===== config.mk =====
export PLATFORM = sky130hd
export DESIGN_NAME = item_query_display
export DESIGN_NICKNAME = d
export VERILOG_FILES = /design/src/rtl/item_query_display.sv
export SDC_FILE = /design/constraint.sdc
export NUM_CORES = 1
export LEC_CHECK = 0
export ABC_AREA = 1
export CORE_MARGIN = 5
export CORE_UTILIZATION = 48
export CTS_BUF_LIST = sky130_fd_sc_hd__clkbuf_4
export DETAILED_ROUTE_END_ITERATION = 10
export DONT_BUFFER_PORTS = 1
export GPL_ROUTABILITY_DRIVEN = 0
export SETUP_SLACK_MARGIN = 0.5
export SLEW_MARGIN = 20
export SYNTH_ARGS = -nofsm -noshare
export SYNTH_HDL_FRONTEND = slang
export SYNTH_SLANG_ARGS = --single-unit
export TNS_END_PERCENT = 20

===== constraint.sdc =====
create_clock -name clk -period 9 [get_ports clk]
set_input_delay 0.9 -clock clk [delete_from_list [all_inputs] [get_ports clk]]
set_output_delay 0.9 -clock clk [all_outputs]
set_load 0.01 [all_outputs]

===== src/rtl/item_query_display.sv =====
// item_query_display: query-mode 7-seg display (price, stock, letter, item number), auto-cycling with manual hold.
// Optional feature: define LOW_STOCK_BLINK_EN for low-stock blinking and '-' on empty stock.
module item_query_display #(
    parameter int ITEM_NUM     = 4,
    parameter int VAL_W        = 8,
    parameter int SCAN_CYCLES  = 100_000,
    parameter int DWELL_CYCLES = 100_000_000,
    parameter int HOLD_CYCLES  = 300_000_000
`ifdef LOW_STOCK_BLINK_EN
    ,
    parameter int LOW_THRESH   = 3,
    parameter int BLINK_CYCLES = 25_000_000
`endif
) (
    input  logic                      clk,
    input  logic                      rst,
    input  logic                      en,
    input  logic [ITEM_NUM-1:0]       sel,
    input  logic [ITEM_NUM*VAL_W-1:0] price_bus,
    input  logic [ITEM_NUM*VAL_W-1:0] stock_bus,
    output logic [7:0]                DIG,
    output logic [7:0]                Y,
    output logic [2:0]                cur_item,
    output logic                      held
);
    localparam int SCAN_W  = $clog2(SCAN_CYCLES + 1);
    localparam int DWELL_W = $clog2(DWELL_CYCLES + 1);
    localparam int HOLD_W  = $clog2(HOLD_CYCLES + 1);

    typedef enum logic [1:0] {ST_AUTO, ST_HOLD, ST_OFF} state_t;

    state_t             state_q, state_d;
    logic [2:0]         cur_q, cur_d;
    logic [DWELL_W-1:0] dwell_q, dwell_d;
    logic [HOLD_W-1:0]  hold_q, hold_d;
    logic [SCAN_W-1:0]  scan_cnt_q;
    logic [2:0]         scan_idx_q;
    logic [7:0]         dig_q, dig_d, y_q, y_d;
    logic [3:0]         sel_hits;
    logic [2:0]         sel_item;
    logic               sel_ok;
    logic [VAL_W-1:0]   price_v, stock_v;
    logic [7:0]         pbcd, sbcd;

    // Two BCD digits {tens, ones}; anything above 99 saturates to 99.
    function automatic logic [7:0] to_bcd(input logic [VAL_W-1:0] v);
        logic [6:0] t;
        if (32'(v) > 99) return 8'h99;
        t = 7'(v);
        return {4'(t / 7'd10), 4'(t % 7'd10)};
    endfunction

    function automatic logic [7:0] seg_digit(input logic [3:0] d);
        case (d)
            4'd0: return 8'hC0;
            4'd1: return 8'hF9;
            4'd2: return 8'hA4;
            4'd3: return 8'hB0;
            4'd4: return 8'h99;
            4'd5: return 8'h92;
            4'd6: return 8'h82;
            4'd7: return 8'hF8;
            4'd8: return 8'h80;
            4'd9: return 8'h90;
            default: return 8'hFF;
        endcase
    endfunction

    function automatic logic [7:0] seg_letter(input logic [2:0] item);
        case (item)
            3'd1: return 8'h88;
            3'd2: return 8'h83;
            3'd3: return 8'hC6;
            3'd4: return 8'hA1;
            3'd5: return 8'h86;
            3'd6: return 8'h8E;
            default: return 8'hFF;
        endcase
    endfunction

    // After the last item comes one blank slot (0) before wrapping to item 1.
    function automatic logic [2:0] next_item(input logic [2:0] c);
        return (c == 3'(ITEM_NUM)) ? 3'd0 : c + 3'd1;
    endfunction

    always_ff @(posedge clk or negedge rst) begin
        if (!rst) begin
            scan_cnt_q <= '0;
            scan_idx_q <= '0;
        end else if (scan_cnt_q == SCAN_W'(SCAN_CYCLES - 1)) begin
            scan_cnt_q <= '0;
            scan_idx_q <= scan_idx_q + 3'd1;
        end else begin
            scan_cnt_q <= scan_cnt_q + 1'b1;
        end
    end

    always_comb begin
        sel_hits = '0;
        sel_item = '0;
        for (int k = 0; k < ITEM_NUM; k++) begin
            if (sel[k]) begin
                sel_hits = sel_hits + 4'd1;
                sel_item = 3'(k + 1);
            end
        end
        sel_ok = en && (sel_hits == 4'd1);
    end

    always_comb begin
        state_d = state_q;
        cur_d   = cur_q;
        dwell_d = dwell_q;
        hold_d  = hold_q;
        if (!en) begin
            state_d = ST_OFF;
            cur_d   = 3'd0;
            dwell_d = '0;
            hold_d  = '0;
        end else if (state_q == ST_OFF) begin
            state_d = ST_AUTO;
            cur_d   = 3'd1;
            dwell_d = '0;
        end else if (sel_ok) begin
            state_d = ST_HOLD;
            cur_d   = sel_item;
            dwell_d = '0;
            hold_d  = '0;
        end else if (state_q == ST_AUTO) begin
            if (dwell_q == DWELL_W'(DWELL_CYCLES - 1)) begin
                dwell_d = '0;
                cur_d   = next_item(cur_q);
            end else begin
                dwell_d = dwell_q + 1'b1;
            end
        end else begin
            if (hold_q == HOLD_W'(HOLD_CYCLES - 1)) begin
                state_d = ST_AUTO;
                hold_d  = '0;
                dwell_d = '0;
                cur_d   = next_item(cur_q);
            end else begin
                hold_d = hold_q + 1'b1;
            end
        end
    end

    always_ff @(posedge clk or negedge rst) begin
        if (!rst) begin
            state_q <= ST_AUTO;
            cur_q   <= 3'd1;
            dwell_q <= '0;
            hold_q  <= '0;
        end else begin
            state_q <= state_d;
            cur_q   <= cur_d;
            dwell_q <= dwell_d;
            hold_q  <= hold_d;
        end
    end

`ifdef LOW_STOCK_BLINK_EN
    localparam int BLINK_W = $clog2(BLINK_CYCLES + 1);
    logic [BLINK_W-1:0] blink_cnt_q;
    logic               blink_q;

    // blink_q high is the off-phase for low-stock digits.
    always_ff @(posedge clk or negedge rst) begin
        if (!rst) begin
            blink_cnt_q <= '0;
            blink_q     <= 1'b0;
        end else if (blink_cnt_q == BLINK_W'(BLINK_CYCLES - 1)) begin
            blink_cnt_q <= '0;
            blink_q     <= ~blink_q;
        end else begin
            blink_cnt_q <= blink_cnt_q + 1'b1;
        end
    end
`endif

    always_comb begin
        price_v = '0;
        stock_v = '0;
        for (int k = 0; k < ITEM_NUM; k++) begin
            if (cur_q == 3'(k + 1)) begin
                price_v = price_bus[k*VAL_W +: VAL_W];
                stock_v = stock_bus[k*VAL_W +: VAL_W];
            end
        end
        pbcd  = to_bcd(price_v);
        sbcd  = to_bcd(stock_v);
        dig_d = (scan_idx_q == 3'd4 || scan_idx_q == 3'd6) ? 8'hFF : ~(8'd1 << scan_idx_q);
        case (scan_idx_q)
            3'd0: y_d = seg_digit(pbcd[3:0]);
            3'd1: y_d = seg_digit(pbcd[7:4]);
            3'd2: y_d = seg_digit(sbcd[3:0]);
            3'd3: y_d = seg_digit(sbcd[7:4]);
            3'd5: y_d = seg_letter(cur_q);
            3'd7: y_d = seg_digit({1'b0, cur_q});
            default: y_d = 8'hFF;
        endcase
`ifdef LOW_STOCK_BLINK_EN
        if (scan_idx_q == 3'd2 || scan_idx_q == 3'd3) begin
            if (stock_v == '0) y_d = 8'hBF;
            else if (32'(stock_v) < LOW_THRESH && blink_q) y_d = 8'hFF;
        end
`endif
        if (!en || cur_q == 3'd0) y_d = 8'hFF;
    end

    always_ff @(posedge clk or negedge rst) begin
        if (!rst) begin
            dig_q <= 8'hFF;
            y_q   <= 8'hFF;
        end else begin
            dig_q <= dig_d;
            y_q   <= y_d;
        end
    end

    assign DIG      = dig_q;
    assign Y        = y_q;
    assign cur_item = cur_q;
    assign held     = (state_q == ST_HOLD);
endmodule


==> flow_summary.html, run 1 <==
<table>
<tr><th>Metric</th><th>Value</th></tr>
<tr><th colspan="2">Outcome</th></tr>
<tr><td>Result of the run</td><td>finished, final reports clean</td></tr>
<tr><th colspan="2">Timing</th></tr>
<tr><td>Min Tclk post-route</td><td>between 6 and 7 ns</td></tr>
<tr><td>Fin. Hold Viols</td><td>0</td></tr>
<tr><td>Unrepaired setup endpoints after global routing</td><td>false</td></tr>
<tr><td>Worst slew slack as a fraction of its limit</td><td>0.455</td></tr>
<tr><td>Setup tns final</td><td>0 ns</td></tr>
<tr><td>Worst setup margin</td><td>roughly 2.7 ns</td></tr>
<tr><td>Highest attainable clock frequency</td><td>158 MHz</td></tr>
<tr><td>Final clock period utilization by the worst path</td><td>0.705</td></tr>
<tr><td>Number of setup violations in the final report</td><td>0</td></tr>
<tr><td>Pins over their slew limit</td><td>0</td></tr>
<tr><td>Worst-margin pin slew</td><td>0.815 ns</td></tr>
<tr><td>Post-Route Skew</td><td>0.0306 ns</td></tr>
<tr><th colspan="2">Setup path</th></tr>
<tr><td>Critical Path Sink Type</td><td>flop</td></tr>
<tr><td>Worst-path cell with the longest stage delay</td><td>sky130_fd_sc_hd__dfrtp_1</td></tr>
<tr><td>CP Launch Type</td><td>flop</td></tr>
<tr><td>Type of the worst setup path</td><td>flop to flop</td></tr>
<tr><td>Maximum cell stage delay along the critical path</td><td>around 0.75 ns</td></tr>
<tr><td>Worst path most repeated cell</td><td>sky130_fd_sc_hd__nand2_1</td></tr>
<tr><td>Critical path depth</td><td>40</td></tr>
<tr><td>Required arrival time at the worst endpoint</td><td>~9.4 ns</td></tr>
<tr><td>CP bufs+invs</td><td>8</td></tr>
<tr><td>Crit Path Max Fanout</td><td>31</td></tr>
<tr><td>Crit path DAT</td><td>6.74 ns</td></tr>
<tr><td>R2r worst-path depth</td><td>40</td></tr>
<tr><td>Family with the most delay on the worst path</td><td>simple AND/OR/NAND/NOR gates</td></tr>
<tr><th colspan="2">Drt</th></tr>
<tr><td>Remaining DRCs</td><td>0</td></tr>
<tr><td>1st-pass router iterations</td><td>5</td></tr>
<tr><td>Starting DRC count in detailed routing</td><td>436</td></tr>
<tr><td>Remaining antenna violation count after routing</td><td>0</td></tr>
<tr><td>Via Count</td><td>7,483</td></tr>
<tr><td>Via count normalized by instance count</td><td>5.22</td></tr>
<tr><td>Post-detailed-routing wire length</td><td>~20 mm</td></tr>
<tr><td>Average wire per standard cell</td><td>roughly 14 microns</td></tr>
<tr><th colspan="2">Floorplanning</th></tr>
<tr><td>Std-Cell Core Area</td><td>between 0.015 and 0.02 sq mm</td></tr>
<tr><td>Y dimension of the die</td><td>140 microns</td></tr>
<tr><td>Starting utilization of the core area</td><td>0.489</td></tr>
<tr><td>Total I/O pin count</td><td>91</td></tr>
<tr><td>Standard-cell row count</td><td>47</td></tr>
<tr><td>Die X-Extent</td><td>~140 microns</td></tr>
<tr><td>Total Die Area</td><td>roughly 0.02 sq mm</td></tr>
<tr><th colspan="2">Logic synthesis</th></tr>
<tr><td>Async SR Flop Fraction</td><td>1.00</td></tr>
<tr><td>Number of synthesis warnings</td><td>0</td></tr>
<tr><td>Netlist area before placement</td><td>slightly above 0.008 sq mm</td></tr>
<tr><td>Cell count after synthesis</td><td>approximately 1,200</td></tr>
<tr><td>Register bit total from synthesis</td><td>96</td></tr>
<tr><td>Combinational family with the most area after synthesis</td><td>simple AND/OR/NAND/NOR gates</td></tr>
<tr><td>Mux cell area share after synthesis</td><td>0</td></tr>
<tr><td>Largest cells by area after synthesis</td><td>sky130_fd_sc_hd__dfrtp_1, sky130_fd_sc_hd__nand2_1, sky130_fd_sc_hd__inv_1</td></tr>
<tr><td>Adder and majority cell fraction of the synthesized area</td><td>0.0771</td></tr>
<tr><td>Main flop type after synthesis</td><td>sky130_fd_sc_hd__dfrtp_1</td></tr>
<tr><td>Area fraction in and, or, nand and nor cells after synthesis</td><td>0.366</td></tr>
<tr><td>Xor/xnor cell area share of the yosys netlist</td><td>0.00540</td></tr>
<tr><td>Post-synthesis area per instance</td><td>~6.7 sq um</td></tr>
<tr><td>Top cells by count, synth</td><td>sky130_fd_sc_hd__nand2_1, sky130_fd_sc_hd__inv_1, sky130_fd_sc_hd__nor2_1</td></tr>
<tr><td>Yosys top cell area share</td><td>0.247</td></tr>
<tr><td>Cell variety after synth</td><td>60</td></tr>
<tr><td>Register area share after synthesis</td><td>0.299</td></tr>
<tr><td>Most used standard cell by instance count after synthesis</td><td>sky130_fd_sc_hd__nand2_1</td></tr>
<tr><td>Compound-cell area share of the yosys netlist</td><td>0.137</td></tr>
<tr><td>EDFF count, synth</td><td>0</td></tr>
<tr><td>Cell taking the most area after synthesis</td><td>sky130_fd_sc_hd__dfrtp_1</td></tr>
<tr><th colspan="2">CTS</th></tr>
<tr><td>Clock latency on the worst-skew pair</td><td>0.47 ns</td></tr>
<tr><td># clock sinks</td><td>96</td></tr>
<tr><td>CTS Buffer Depth</td><td>2</td></tr>
<tr><td>Clock tree from TritonCTS</td><td>yes</td></tr>
<tr><td>Hold buffer count at CTS</td><td>0</td></tr>
<tr><td>Root cell of the clock tree</td><td>sky130_fd_sc_hd__clkbuf_4</td></tr>
<tr><td>H-tree depth reported by CTS</td><td>3</td></tr>
<tr><td>Number of buffers created by CTS</td><td>9</td></tr>
<tr><td>CTS clk-pin slew, worst paths</td><td>approximately 0.15 ns</td></tr>
<tr><td>Number of resized instances in the post-cts repair step</td><td>0</td></tr>
<tr><td>Post CTS Setup Buffer Count</td><td>0</td></tr>
<tr><th colspan="2">Power</th></tr>
<tr><td>Leakage</td><td>slightly above 4 nW</td></tr>
<tr><td>Sequential Power Share</td><td>0.183</td></tr>
<tr><td>Cell internal pwr</td><td>roughly 1.2 mW</td></tr>
<tr><td>Clock share of power</td><td>0.104</td></tr>
<tr><td>Total net switching power</td><td>1.40 mW</td></tr>
<tr><td>Max rail drop VDD</td><td>roughly 250 uV</td></tr>
<tr><td>Areal power density over the cells</td><td>approximately 300 mW/mm^2</td></tr>
<tr><td>Switch share</td><td>0.544</td></tr>
<tr><td>Share of total power in combinational logic</td><td>0.714</td></tr>
<tr><td>Overall power after layout</td><td>about 2.6 mW</td></tr>
<tr><th colspan="2">Layout</th></tr>
<tr><td>Design Area, Final</td><td>about 0.0085 sq mm</td></tr>
<tr><td>Area growth from synthesis to layout</td><td>4.15%</td></tr>
<tr><td>Number of non-filler instances in the completed layout</td><td>~1,400</td></tr>
<tr><td>Fraction of final layout cells with drive strength greater than 1</td><td>0.0932</td></tr>
<tr><td>Final net count</td><td>1,329</td></tr>
<tr><th colspan="2">GRT</th></tr>
<tr><td>Overflow left after global routing</td><td>0</td></tr>
<tr><td>Combined global-route utilization of all metal layers</td><td>0.205</td></tr>
<tr><td>Antenna violations before repair</td><td>1</td></tr>
<tr><td>Via count of the first global-routing pass</td><td>approximately 7,000</td></tr>
<tr><td>Pin count of the biggest net entering global routing</td><td>97</td></tr>
<tr><td>Global-route wire length before repair</td><td>around 34 mm</td></tr>
<tr><th colspan="2">Placement</th></tr>
<tr><td>Input/output buffers</td><td>0</td></tr>
<tr><td>Total placed cells including tap cells</td><td>around 1,400</td></tr>
<tr><td>Post-detailed-placement half-perimeter wirelength</td><td>15.8 mm</td></tr>
<tr><td>Post-placement worst setup slack</td><td>~2.7 ns</td></tr>
<tr><td>DP Area</td><td>between 0.008 and 0.009 sq mm</td></tr>
<tr><th colspan="2">Job</th></tr>
<tr><td>Maximum Capacitance Violations</td><td>0</td></tr>
<tr><th colspan="2">Hold path</th></tr>
<tr><td>Worst min path class</td><td>input pin to async pin</td></tr>
</table>
## per-layer routing
| layer | global-route usage | wire length (microns) | up-vias |
|---|---|---|---|
| li1 | - | - | 3896 |
| met1 | 0.270 | 9290 | 3457 |
| met2 | 0.352 | 9640 | 105 |
| met3 | 0.0290 | 725 | 25 |
| met4 | 0.0566 | 386 | 0 |
| met5 | 0 | 0 | - |
## metrics by stage
stage | util | hold slack [ns]
final | 0.510 | 0.108
after global routing | 0.510 | 0.0308
after CTS | 0.509 | 0.0527
after detailed placement | 0.499 | 0.452
after global placement | 0.499 | 0.444
after floorplan | - | 0.424
## worst paths after layout
path,startpoint,end,slack (ns)
min,rst,dwell_q[14]$_DFFE_PN0P_,0.11
max,cur_item[2]$_DFFE_PN0P_,Y[0]$_DFF_PN1_,2.65
max in group asynchronous,rst,Y[0]$_DFF_PN1_,8.61
min reg2reg,hold_q[2]$_DFFE_PN0P_,hold_q[2]$_DFFE_PN0P_,0.47
min in group clk,hold_q[2]$_DFFE_PN0P_,hold_q[2]$_DFFE_PN0P_,0.47
max reg2reg,cur_item[2]$_DFFE_PN0P_,Y[0]$_DFF_PN1_,2.65
## state kept, by name, summed over array words and instances (netlist names)
register    count
Y               7
scan_idx_q      3
cur_item        3
dwell_q        27
state_q         2
scan_cnt_q     17
DIG             8
hold_q         29
## kinds of logic after synthesis
group	after synthesis
DFF	96
and+or+nand+nor	640
adders and majority gates	50
AOI/OAI and AO/OA	185
other	1
xor gates and xnor gates	5
buffers and inverters	236
## power groups by stage
stage,combinational (mW),sequential (mW),clock [mW]
2_1_floorplan,1.49,0.473,0
5_1_grt,2.10,0.473,0.299
3_3_place_gp,1.84,0.480,0
6_report,1.84,0.471,0.267
3_5_place_dp,1.83,0.479,0
4_1_cts,1.84,0.472,0.280
## layout make-up
class	count	area, sq um
multi-input combinational	883	4760
fill	1775	8130
clock inverter	6	91.3
inverter	218	823
antenna	1	2.50
sequential	96	2420
tap	220	275
clock buffer	10	75.1
## cell usage in the layout (no fill, tap or decap), types with 5 or more instances in the layout
cell type	count
sky130_fd_sc_hd__dfrtp_1	80
sky130_fd_sc_hd__nand3_4	7
sky130_fd_sc_hd__clkbuf_4	10
sky130_fd_sc_hd__nand4_1	18
sky130_fd_sc_hd__nor4_1	14
sky130_fd_sc_hd__o21a_1	5
sky130_fd_sc_hd__a21oi_1	70
sky130_fd_sc_hd__nand3_1	82
sky130_fd_sc_hd__o21ai_0	57
sky130_fd_sc_hd__inv_1	203
sky130_fd_sc_hd__a31oi_1	5
sky130_fd_sc_hd__nand2_4	5
sky130_fd_sc_hd__nand3_2	7
sky130_fd_sc_hd__o211ai_1	5
sky130_fd_sc_hd__nand2_1	300
sky130_fd_sc_hd__or2_2	5
sky130_fd_sc_hd__nand3b_1	6
sky130_fd_sc_hd__nand2_2	22
sky130_fd_sc_hd__inv_2	14
sky130_fd_sc_hd__nor2_1	126
sky130_fd_sc_hd__nor2_2	5
sky130_fd_sc_hd__nor3_1	30
sky130_fd_sc_hd__ha_1	50
sky130_fd_sc_hd__nor2_4	6
sky130_fd_sc_hd__dfstp_2	16
## worst reg2reg max path, delay by kind of cell (launching register included)
family	cells	cell delay, ns
AOI/OAI and AO/OA	4	0.49
buffers and inverters	8	1.18
and+or+nand+nor	23	2.81
DFF	1	0.75
adders and majority gates	5	1.05
No activity file was read; power rests on OpenSTA's default activity.
==> inputs of run 2 (changes only) <==
- clock period: 9 -> 6.1 ns (I/O delays scaled with it)
==> run 2 against run 1 <==
Compared with the run above:
- core utilization up 2.9 points
- setup slack worse by 1.8 ns
- fmax rose by 20%
- clock-buffer cell count grew 1
- die area stayed put
- register-to-register slack worse by 1.8 ns
- critical path type unchanged
- largest cell class unchanged
- critical path depth down 1
- first-iteration DRC count down 9.9%
- sequential share of layout area shrank 1.5 points
- clock power rose by 15%
==> flow_summary.html, run 2 (synthesized netlist as in run 1, its figures left out) <==
<table>
<tr><th>Metric</th><th>Value</th></tr>
<tr><th colspan="2">Placement</th></tr>
<tr><td>Total placed cells including tap cells</td><td>1,424 (was 1,417)</td></tr>
<tr><td>Post-detailed-placement half-perimeter wirelength</td><td>16.0 mm (was 15.8 mm)</td></tr>
<tr><td>Input/output buffers</td><td>0 (unchanged)</td></tr>
<tr><th colspan="2">Power</th></tr>
<tr><td>Max rail drop VDD</td><td>347 uV (was 253 uV)</td></tr>
<tr><td>Leakage</td><td>4.32 nW (was 4.10 nW)</td></tr>
<tr><td>Overall power after layout</td><td>4.09 mW (was 2.58 mW)</td></tr>
<tr><td>Areal power density over the cells</td><td>458 mW/mm^2 (was 305 mW/mm^2)</td></tr>
<tr><th colspan="2">Drt</th></tr>
<tr><td>Remaining antenna violation count after routing</td><td>0 (unchanged)</td></tr>
<tr><td>Starting DRC count in detailed routing</td><td>393 (was 436)</td></tr>
<tr><td>Post-detailed-routing wire length</td><td>21.1 mm (was 20.0 mm)</td></tr>
<tr><td>1st-pass router iterations</td><td>5 (unchanged)</td></tr>
<tr><td>Average wire per standard cell</td><td>14.2 microns (was 14.0 microns)</td></tr>
<tr><td>Remaining DRCs</td><td>0 (unchanged)</td></tr>
<tr><td>Via Count</td><td>7,707 (was 7,483)</td></tr>
<tr><td>Via count normalized by instance count</td><td>5.21 (was 5.22)</td></tr>
<tr><th colspan="2">CTS</th></tr>
<tr><td>Number of buffers created by CTS</td><td>9 (unchanged)</td></tr>
<tr><td>CTS Buffer Depth</td><td>2 (unchanged)</td></tr>
<tr><td>Clock latency on the worst-skew pair</td><td>0.44 ns (was 0.47 ns)</td></tr>
<tr><td># clock sinks</td><td>96 (unchanged)</td></tr>
<tr><td>H-tree depth reported by CTS</td><td>3 (unchanged)</td></tr>
<tr><td>Clock tree from TritonCTS</td><td>yes (unchanged)</td></tr>
<tr><td>CTS clk-pin slew, worst paths</td><td>0.16 ns (was 0.15 ns)</td></tr>
<tr><td>Root cell of the clock tree</td><td>sky130_fd_sc_hd__clkbuf_4 (unchanged)</td></tr>
<tr><th colspan="2">GRT</th></tr>
<tr><td>Pin count of the biggest net entering global routing</td><td>96 (was 97)</td></tr>
<tr><td>Antenna violations before repair</td><td>1 (unchanged)</td></tr>
<tr><td>Global-route wire length before repair</td><td>34.4 mm (was 33.6 mm)</td></tr>
<tr><td>Via count of the first global-routing pass</td><td>7,197 (was 6,990)</td></tr>
<tr><td>Overflow left after global routing</td><td>0 (unchanged)</td></tr>
<tr><td>Combined global-route utilization of all metal layers</td><td>0.208 (was 0.205)</td></tr>
<tr><th colspan="2">Timing</th></tr>
<tr><td>Pins over their slew limit</td><td>0 (unchanged)</td></tr>
<tr><td>Number of setup violations in the final report</td><td>0 (unchanged)</td></tr>
<tr><td>Min Tclk post-route</td><td>5.29 ns (was 6.35 ns)</td></tr>
<tr><td>Post-Route Skew</td><td>0.0287 ns (was 0.0306 ns)</td></tr>
<tr><td>Final clock period utilization by the worst path</td><td>0.868 (was 0.705)</td></tr>
<tr><td>Fin. Hold Viols</td><td>0 (unchanged)</td></tr>
<tr><td>Worst-margin pin slew</td><td>0.851 ns (was 0.815 ns)</td></tr>
<tr><td>Unrepaired setup endpoints after global routing</td><td>false (unchanged)</td></tr>
<tr><td>Highest attainable clock frequency</td><td>189 MHz (was 158 MHz)</td></tr>
<tr><td>Setup tns final</td><td>0 ns (unchanged)</td></tr>
<tr><td>Worst slew slack as a fraction of its limit</td><td>0.430 (was 0.455)</td></tr>
<tr><td>Hold_ws</td><td>0.0759 ns (was 0.108 ns)</td></tr>
<tr><th colspan="2">Layout</th></tr>
<tr><td>Biggest register</td><td>hold_q (unchanged)</td></tr>
<tr><td>Most frequent standard cell in the layout excluding fill and tap cells</td><td>sky130_fd_sc_hd__nand2_1 (unchanged)</td></tr>
<tr><td>Final Util</td><td>0.539 (was 0.510)</td></tr>
<tr><td>Filler instances</td><td>1,697 (was 1,775)</td></tr>
<tr><td>Number of non-filler instances in the completed layout</td><td>1,479 (was 1,434)</td></tr>
<tr><td>Area growth from synthesis to layout</td><td>10.1% (was 4.15%)</td></tr>
<tr><td>Max reg flops</td><td>29 (unchanged)</td></tr>
<tr><td>Multi-input logic area</td><td>0.00491 sq mm (was 0.00476 sq mm)</td></tr>
<tr><td>Biggest registers after layout</td><td>hold_q (29), dwell_q (27), scan_cnt_q (17) (unchanged)</td></tr>
<tr><td>Fraction of final layout cells with drive strength greater than 1</td><td>0.147 (was 0.0932)</td></tr>
<tr><td>Sequential cell area</td><td>0.00243 sq mm (was 0.00242 sq mm)</td></tr>
<tr><td>Most frequent cells in the layout</td><td>sky130_fd_sc_hd__nand2_1, sky130_fd_sc_hd__inv_1, sky130_fd_sc_hd__nor2_1 (unchanged)</td></tr>
<tr><td>Final net count</td><td>1,374 (was 1,329)</td></tr>
<tr><th colspan="2">Setup path</th></tr>
<tr><td>Type of the worst setup path</td><td>flop to flop (unchanged)</td></tr>
<tr><td>Critical Path Sink Type</td><td>flop (unchanged)</td></tr>
<tr><td>Maximum cell stage delay along the critical path</td><td>0.75 ns (about the same)</td></tr>
<tr><td>Required arrival time at the worst endpoint</td><td>6.47 ns (was 9.40 ns)</td></tr>
<tr><td>Source of the critical timing path</td><td>cur_item[0]$_DFFE_PN1P_ (was cur_item[2]$_DFFE_PN0P_)</td></tr>
<tr><td>CP Launch Type</td><td>flop (unchanged)</td></tr>
<tr><td>Crit Path Max Fanout</td><td>7 (was 31)</td></tr>
<tr><td>Worst-path cell with the longest stage delay</td><td>sky130_fd_sc_hd__dfstp_4 (was sky130_fd_sc_hd__dfrtp_1)</td></tr>
<tr><td>Launch instance of the worst register-to-register path</td><td>cur_item[0]$_DFFE_PN1P_ (was cur_item[2]$_DFFE_PN0P_)</td></tr>
<tr><td>Worst path most repeated cell</td><td>sky130_fd_sc_hd__nand2_1 (unchanged)</td></tr>
<tr><td>Crit path DAT</td><td>5.67 ns (was 6.74 ns)</td></tr>
<tr><th colspan="2">Floorplanning</th></tr>
<tr><td>Die X-Extent</td><td>140 microns (unchanged)</td></tr>
<tr><td>Total I/O pin count</td><td>91 (unchanged)</td></tr>
<tr><td>Y dimension of the die</td><td>140 microns (unchanged)</td></tr>
<tr><td>Total Die Area</td><td>0.0196 sq mm (unchanged)</td></tr>
<tr><td>Standard-cell row count</td><td>47 (unchanged)</td></tr>
<tr><td>Starting utilization of the core area</td><td>0.489 (unchanged)</td></tr>
<tr><td>Std-Cell Core Area</td><td>0.0166 sq mm (unchanged)</td></tr>
<tr><th colspan="2">Job</th></tr>
<tr><td>Maximum Capacitance Violations</td><td>0 (unchanged)</td></tr>
<tr><th colspan="2">Outcome</th></tr>
<tr><td>Result of the run</td><td>finished, final reports clean (unchanged)</td></tr>
<tr><th colspan="2">Hold path</th></tr>
<tr><td>Worst min path class</td><td>input pin to async pin (unchanged)</td></tr>
</table>
## run 2: cell count changes in the layout (fill, tap and decap cells not counted), sizes merged
cell,before,now
nand2,327,328
inv,219,220
buf,0,42
bufinv,2,0
dlygate4sd3,0,1
clkinvlp,0,1
clkbuf,10,11
## run 2: through the flow
step / setup WS, ns / area, sq um
2_1_floorplan: 0.872 / 8120
3_3_place_gp: 0.324 / 8330
3_5_place_dp: 0.202 / 8330
4_1_cts: 0.506 / 8510
5_1_grt: 0.381 / 8930
6_report: 0.806 / 8930
## run 2: worst max-delay path, delay by kind of cell (launching register included)
family | cells | cell delay (ns)
buffers and inverters | 6 | 0.48
AOI/OAI and AO/OA | 4 | 0.41
and+or+nand+nor | 24 | 2.63
DFF | 1 | 0.75
adders and majority gates | 5 | 0.96
## run 2: layer usage
layer,share of wire,up-vias,global-route usage
met5,0,-,0
met4,0.019,0,0.0556
met3,0.035,25,0.0232
met2,0.50,149,0.371
met1,0.45,3547,0.268
li1,-,3986,-
## run 2: final cells by class
cell class / count / share of cell area
Inverter: 218 / 0.0941
Timing Repair Buffer: 43 / 0.0391
Multi-Input combinational cell: 884 / 0.550
Clock inverter: 5 / 0.00364
Antenna cell: 1 / 0.000280
Sequential cell: 96 / 0.272
Tap cell: 220 / 0.0308
Timing Repair inverter: 1 / 0.000981
Clock buffer: 11 / 0.00925
## run 2: final timing paths
check / endpoint / slack [ns] / cells after the start
max: Y[0]$_DFF_PN1_ / 0.81 / 39
min: hold_q[16]$_DFFE_PN0P_ / 0.08 / 1
max reg2reg: Y[0]$_DFF_PN1_ / 0.81 / 39
min reg2reg: hold_q[2]$_DFFE_PN0P_ / 0.47 / 1
max in group asynchronous: DIG[7]$_DFF_PN1_ / 5.44 / 1
min in group clk: state_q[1]$_DFFE_PN0P_ / 0.25 / 1
## run 2: repair_timing
action,CTS,global route
endpoints found under the hold margin,95,0
resized for setup,8,42
pin swaps,2,22
setup endpoints to repair,6,7
gates cloned,0,2
hold buffers,2,0
setup buffers,0,34
## run 2: power breakdown
part / total, mW / switching (mW) / internal [mW]
combinational: 3.09 / 1.96 / 1.12
clock: 0.308 / 0.214 / 0.0939
sequential: 0.697 / 0.0268 / 0.670
==> inputs of run 3 (changes only) <==
- CORE_MARGIN: 5 -> unset
- SKIP_CTS_REPAIR_TIMING: unset -> 1
==> run 3 against run 2 <==
Compared with the run above:
- sequential power about the same
- sequential share of layout area increased by 0.16 points
- register-to-register slack barely moved
- critical endpoint unchanged
- hold slack got worse by 0.044 ns
- critical path type unchanged
- largest cell class unchanged
- final cell count decreased by 1.1%
==> flow_summary.html, run 3 (synthesized netlist as in run 1, its figures left out) <==
<table>
<tr><th>Metric</th><th>Value</th></tr>
<tr><th colspan="2">Floorplanning</th></tr>
<tr><td>Total I/O pin count</td><td>91 (unchanged)</td></tr>
<tr><td>Total Die Area</td><td>0.0174 sq mm (was 0.0196 sq mm)</td></tr>
<tr><td>Y dimension of the die</td><td>132 microns (was 140 microns)</td></tr>
<tr><td>Die X-Extent</td><td>132 microns (was 140 microns)</td></tr>
<tr><td>Starting utilization of the core area</td><td>0.491 (was 0.489)</td></tr>
<tr><td>Std-Cell Core Area</td><td>0.0165 sq mm (was 0.0166 sq mm)</td></tr>
<tr><td>Standard-cell row count</td><td>47 (unchanged)</td></tr>
<tr><th colspan="2">Layout</th></tr>
<tr><td>Final net count</td><td>1,358 (was 1,374)</td></tr>
<tr><td>Most frequent cells in the layout</td><td>sky130_fd_sc_hd__nand2_1, sky130_fd_sc_hd__inv_1, sky130_fd_sc_hd__nor2_1 (unchanged)</td></tr>
<tr><td>Multi-input logic area</td><td>0.00491 sq mm (about the same)</td></tr>
<tr><td>Number of non-filler instances in the completed layout</td><td>1,463 (was 1,479)</td></tr>
<tr><td>Sequential cell area</td><td>0.00242 sq mm (was 0.00243 sq mm)</td></tr>
<tr><td>Biggest registers after layout</td><td>hold_q (29), dwell_q (27), scan_cnt_q (17) (unchanged)</td></tr>
<tr><td>Max reg flops</td><td>29 (unchanged)</td></tr>
<tr><td>Final Util</td><td>0.536 (was 0.539)</td></tr>
<tr><td>Area growth from synthesis to layout</td><td>9.25% (was 10.1%)</td></tr>
<tr><td>Filler instances</td><td>1,662 (was 1,697)</td></tr>
<tr><td>Fraction of final layout cells with drive strength greater than 1</td><td>0.133 (was 0.147)</td></tr>
<tr><td>Most frequent standard cell in the layout excluding fill and tap cells</td><td>sky130_fd_sc_hd__nand2_1 (unchanged)</td></tr>
<tr><td>Biggest register</td><td>hold_q (unchanged)</td></tr>
<tr><th colspan="2">Outcome</th></tr>
<tr><td>Result of the run</td><td>finished, final reports clean (unchanged)</td></tr>
<tr><th colspan="2">Timing</th></tr>
<tr><td>Pins over their slew limit</td><td>0 (unchanged)</td></tr>
<tr><td>Fin. Hold Viols</td><td>0 (unchanged)</td></tr>
<tr><td>Setup tns final</td><td>0 ns (unchanged)</td></tr>
<tr><td>Worst-margin pin slew</td><td>0.859 ns (was 0.851 ns)</td></tr>
<tr><td>Worst slew slack as a fraction of its limit</td><td>0.425 (was 0.430)</td></tr>
<tr><td>Final clock period utilization by the worst path</td><td>0.866 (was 0.868)</td></tr>
<tr><td>Number of setup violations in the final report</td><td>0 (unchanged)</td></tr>
<tr><td>Min Tclk post-route</td><td>5.28 ns (was 5.29 ns)</td></tr>
<tr><td>Post-Route Skew</td><td>0.0159 ns (was 0.0287 ns)</td></tr>
<tr><td>Unrepaired setup endpoints after global routing</td><td>true (was false)</td></tr>
<tr><td>Highest attainable clock frequency</td><td>189 MHz (about the same)</td></tr>
<tr><th colspan="2">Power</th></tr>
<tr><td>Total net switching power</td><td>2.19 mW (was 2.21 mW)</td></tr>
<tr><td>Share of total power in combinational logic</td><td>0.729 (was 0.755)</td></tr>
<tr><td>Cell internal pwr</td><td>1.99 mW (was 1.89 mW)</td></tr>
<tr><td>Switch share</td><td>0.524 (was 0.539)</td></tr>
<tr><td>Areal power density over the cells</td><td>471 mW/mm^2 (was 458 mW/mm^2)</td></tr>
<tr><td>Sequential Power Share</td><td>0.166 (was 0.170)</td></tr>
<tr><td>Clock share of power</td><td>0.105 (was 0.075)</td></tr>
<tr><td>Overall power after layout</td><td>4.18 mW (was 4.09 mW)</td></tr>
<tr><td>Max rail drop VDD</td><td>366 uV (was 347 uV)</td></tr>
<tr><td>Leakage</td><td>4.28 nW (was 4.32 nW)</td></tr>
<tr><th colspan="2">GRT</th></tr>
<tr><td>Via count of the first global-routing pass</td><td>7,184 (was 7,197)</td></tr>
<tr><td>Pin count of the biggest net entering global routing</td><td>97 (was 96)</td></tr>
<tr><td>Global-route wire length before repair</td><td>33.4 mm (was 34.4 mm)</td></tr>
<tr><td>Antenna violations before repair</td><td>1 (unchanged)</td></tr>
<tr><td>Gr busiest metal</td><td>met2 (unchanged)</td></tr>
<tr><td>Met3 layer usage reported by global route</td><td>0.0350 (was 0.0232)</td></tr>
<tr><td>Met2 track utilization from global routing</td><td>0.393 (was 0.371)</td></tr>
<tr><td>Overflow left after global routing</td><td>0 (unchanged)</td></tr>
<tr><td>Met1 Resource Use GR</td><td>0.298 (was 0.268)</td></tr>
<tr><td>Combined global-route utilization of all metal layers</td><td>0.235 (was 0.208)</td></tr>
<tr><th colspan="2">Setup path</th></tr>
<tr><td>Worst-path cell with the longest stage delay</td><td>sky130_fd_sc_hd__dfstp_2 (was sky130_fd_sc_hd__dfstp_4)</td></tr>
<tr><td>Type of the worst setup path</td><td>flop to flop (unchanged)</td></tr>
<tr><td>Source of the critical timing path</td><td>cur_item[0]$_DFFE_PN1P_ (unchanged)</td></tr>
<tr><td>Crit path DAT</td><td>5.69 ns (was 5.67 ns)</td></tr>
<tr><td>Critical Path Sink Type</td><td>flop (unchanged)</td></tr>
<tr><td>Family with the most delay on the worst path</td><td>simple AND/OR/NAND/NOR gates (unchanged)</td></tr>
<tr><td>CP bufs+invs</td><td>7 (was 6)</td></tr>
<tr><td>Launch instance of the worst register-to-register path</td><td>cur_item[0]$_DFFE_PN1P_ (unchanged)</td></tr>
<tr><td>Worst path most repeated cell</td><td>sky130_fd_sc_hd__nand2_1 (unchanged)</td></tr>
<tr><td>CP Launch Type</td><td>flop (unchanged)</td></tr>
<tr><td>Worst R2R Setup Slack</td><td>0.82 ns (was 0.81 ns)</td></tr>
<tr><td>Required arrival time at the worst endpoint</td><td>6.50 ns (was 6.47 ns)</td></tr>
<tr><td>Crit Path Max Fanout</td><td>7 (unchanged)</td></tr>
<tr><td>Maximum cell stage delay along the critical path</td><td>0.72 ns (was 0.75 ns)</td></tr>
<tr><th colspan="2">Drt</th></tr>
<tr><td>Remaining DRCs</td><td>0 (unchanged)</td></tr>
<tr><td>Starting DRC count in detailed routing</td><td>486 (was 393)</td></tr>
<tr><td>Post-detailed-routing wire length</td><td>20.2 mm (was 21.1 mm)</td></tr>
<tr><td>Remaining antenna violation count after routing</td><td>0 (unchanged)</td></tr>
<tr><td>Via Count</td><td>7,635 (was 7,707)</td></tr>
<tr><td>Average wire per standard cell</td><td>13.8 microns (was 14.2 microns)</td></tr>
<tr><td>1st-pass router iterations</td><td>5 (unchanged)</td></tr>
<tr><td>Via count normalized by instance count</td><td>5.22 (was 5.21)</td></tr>
<tr><th colspan="2">CTS</th></tr>
<tr><td>CTS Buffer Depth</td><td>2 (unchanged)</td></tr>
<tr><td>Number of buffers created by CTS</td><td>9 (unchanged)</td></tr>
<tr><td>Root cell of the clock tree</td><td>sky130_fd_sc_hd__clkbuf_4 (unchanged)</td></tr>
<tr><td>Clock tree from TritonCTS</td><td>yes (unchanged)</td></tr>
<tr><td>Clock latency on the worst-skew pair</td><td>0.47 ns (was 0.44 ns)</td></tr>
<tr><td>H-tree depth reported by CTS</td><td>3 (unchanged)</td></tr>
<tr><td># clock sinks</td><td>96 (unchanged)</td></tr>
<tr><td>CTS clk-pin slew, worst paths</td><td>0.14 ns (was 0.16 ns)</td></tr>
<tr><th colspan="2">Hold path</th></tr>
<tr><td>Worst min path class</td><td>input pin to async pin (unchanged)</td></tr>
<tr><th colspan="2">Placement</th></tr>
<tr><td>Total placed cells including tap cells</td><td>1,422 (was 1,424)</td></tr>
<tr><td>Input/output buffers</td><td>0 (unchanged)</td></tr>
<tr><td>Post-detailed-placement half-perimeter wirelength</td><td>15.3 mm (was 16.0 mm)</td></tr>
<tr><th colspan="2">Job</th></tr>
<tr><td>Maximum Capacitance Violations</td><td>0 (unchanged)</td></tr>
</table>
-- run 3: cell types whose count changed in the layout (fill, tap and decap cells not counted), sizes merged --
cell         previous run  this run
inv                   220       218
nand2                 328       327
buf                    42        29
clkinv                  3         1
clkbuf                 11        12
dlygate4sd3             1         0
bufinv                  0         3
clkinvlp                1         0
-- run 3: final timing paths --
kind,endpoint,depth (start not counted)
hold reg to reg,hold_q[2]$_DFFE_PN0P_,1
setup / recovery,Y[0]$_DFF_PN1_,39
min in group clk,state_q[1]$_DFFE_PN0P_,1
setup reg to reg,Y[0]$_DFF_PN1_,39
max in group asynchronous,cur_item[0]$_DFFE_PN1P_,1
hold / removal,scan_cnt_q[10]$_DFF_PN0_,1
-- run 3: stage by stage --
step / cell area [sq um] / worst slack, ns / hold slack, ns
2_1_floorplan: 8120 / 0.872 / 0.314
3_3_place_gp: 8320 / 0.314 / 0.316
3_5_place_dp: 8320 / 0.290 / 0.316
4_1_cts: 8500 / 0.246 / -0.234
5_1_grt: 8860 / 0.340 / 0.0472
6_report: 8860 / 0.817 / 0.0322
-- run 3: area by class of cell --
cell class / count / share of cell area
antenna: 1 / 0.000282
clock buffer: 12 / 0.0102
clock inverter: 4 / 0.0107
inverter: 218 / 0.0940
multi-input combinational: 883 / 0.554
sequential: 96 / 0.273
tap: 220 / 0.0311
timing repair buffer: 29 / 0.0268
-- run 3: worst register-to-register path, delay by kind of cell (launching register included) --
family | cells | cell delay [ns]
and+or+nand+nor | 23 | 2.68
adders and majority gates | 5 | 0.93
DFF | 1 | 0.72
buffers and inverters | 7 | 0.58
AOI/OAI and AO/OA | 4 | 0.34
-- run 3: power by group through the flow --
stage / clock (mW) / sequential (mW) / combinational [mW]
2_1_floorplan: 0 / 0.697 / 2.20
6_report: 0.437 / 0.694 / 3.05
4_1_cts: 0.448 / 0.691 / 2.73
5_1_grt: 0.475 / 0.696 / 3.47
3_5_place_dp: 0 / 0.701 / 2.71
3_3_place_gp: 0 / 0.702 / 2.73
-- run 3: per-layer routing --
layer | wire [microns] | part of all wire
met4 | 772 | 0.038
met1 | 9070 | 0.45
met5 | 0 | 0
met2 | 9610 | 0.48
met3 | 771 | 0.038
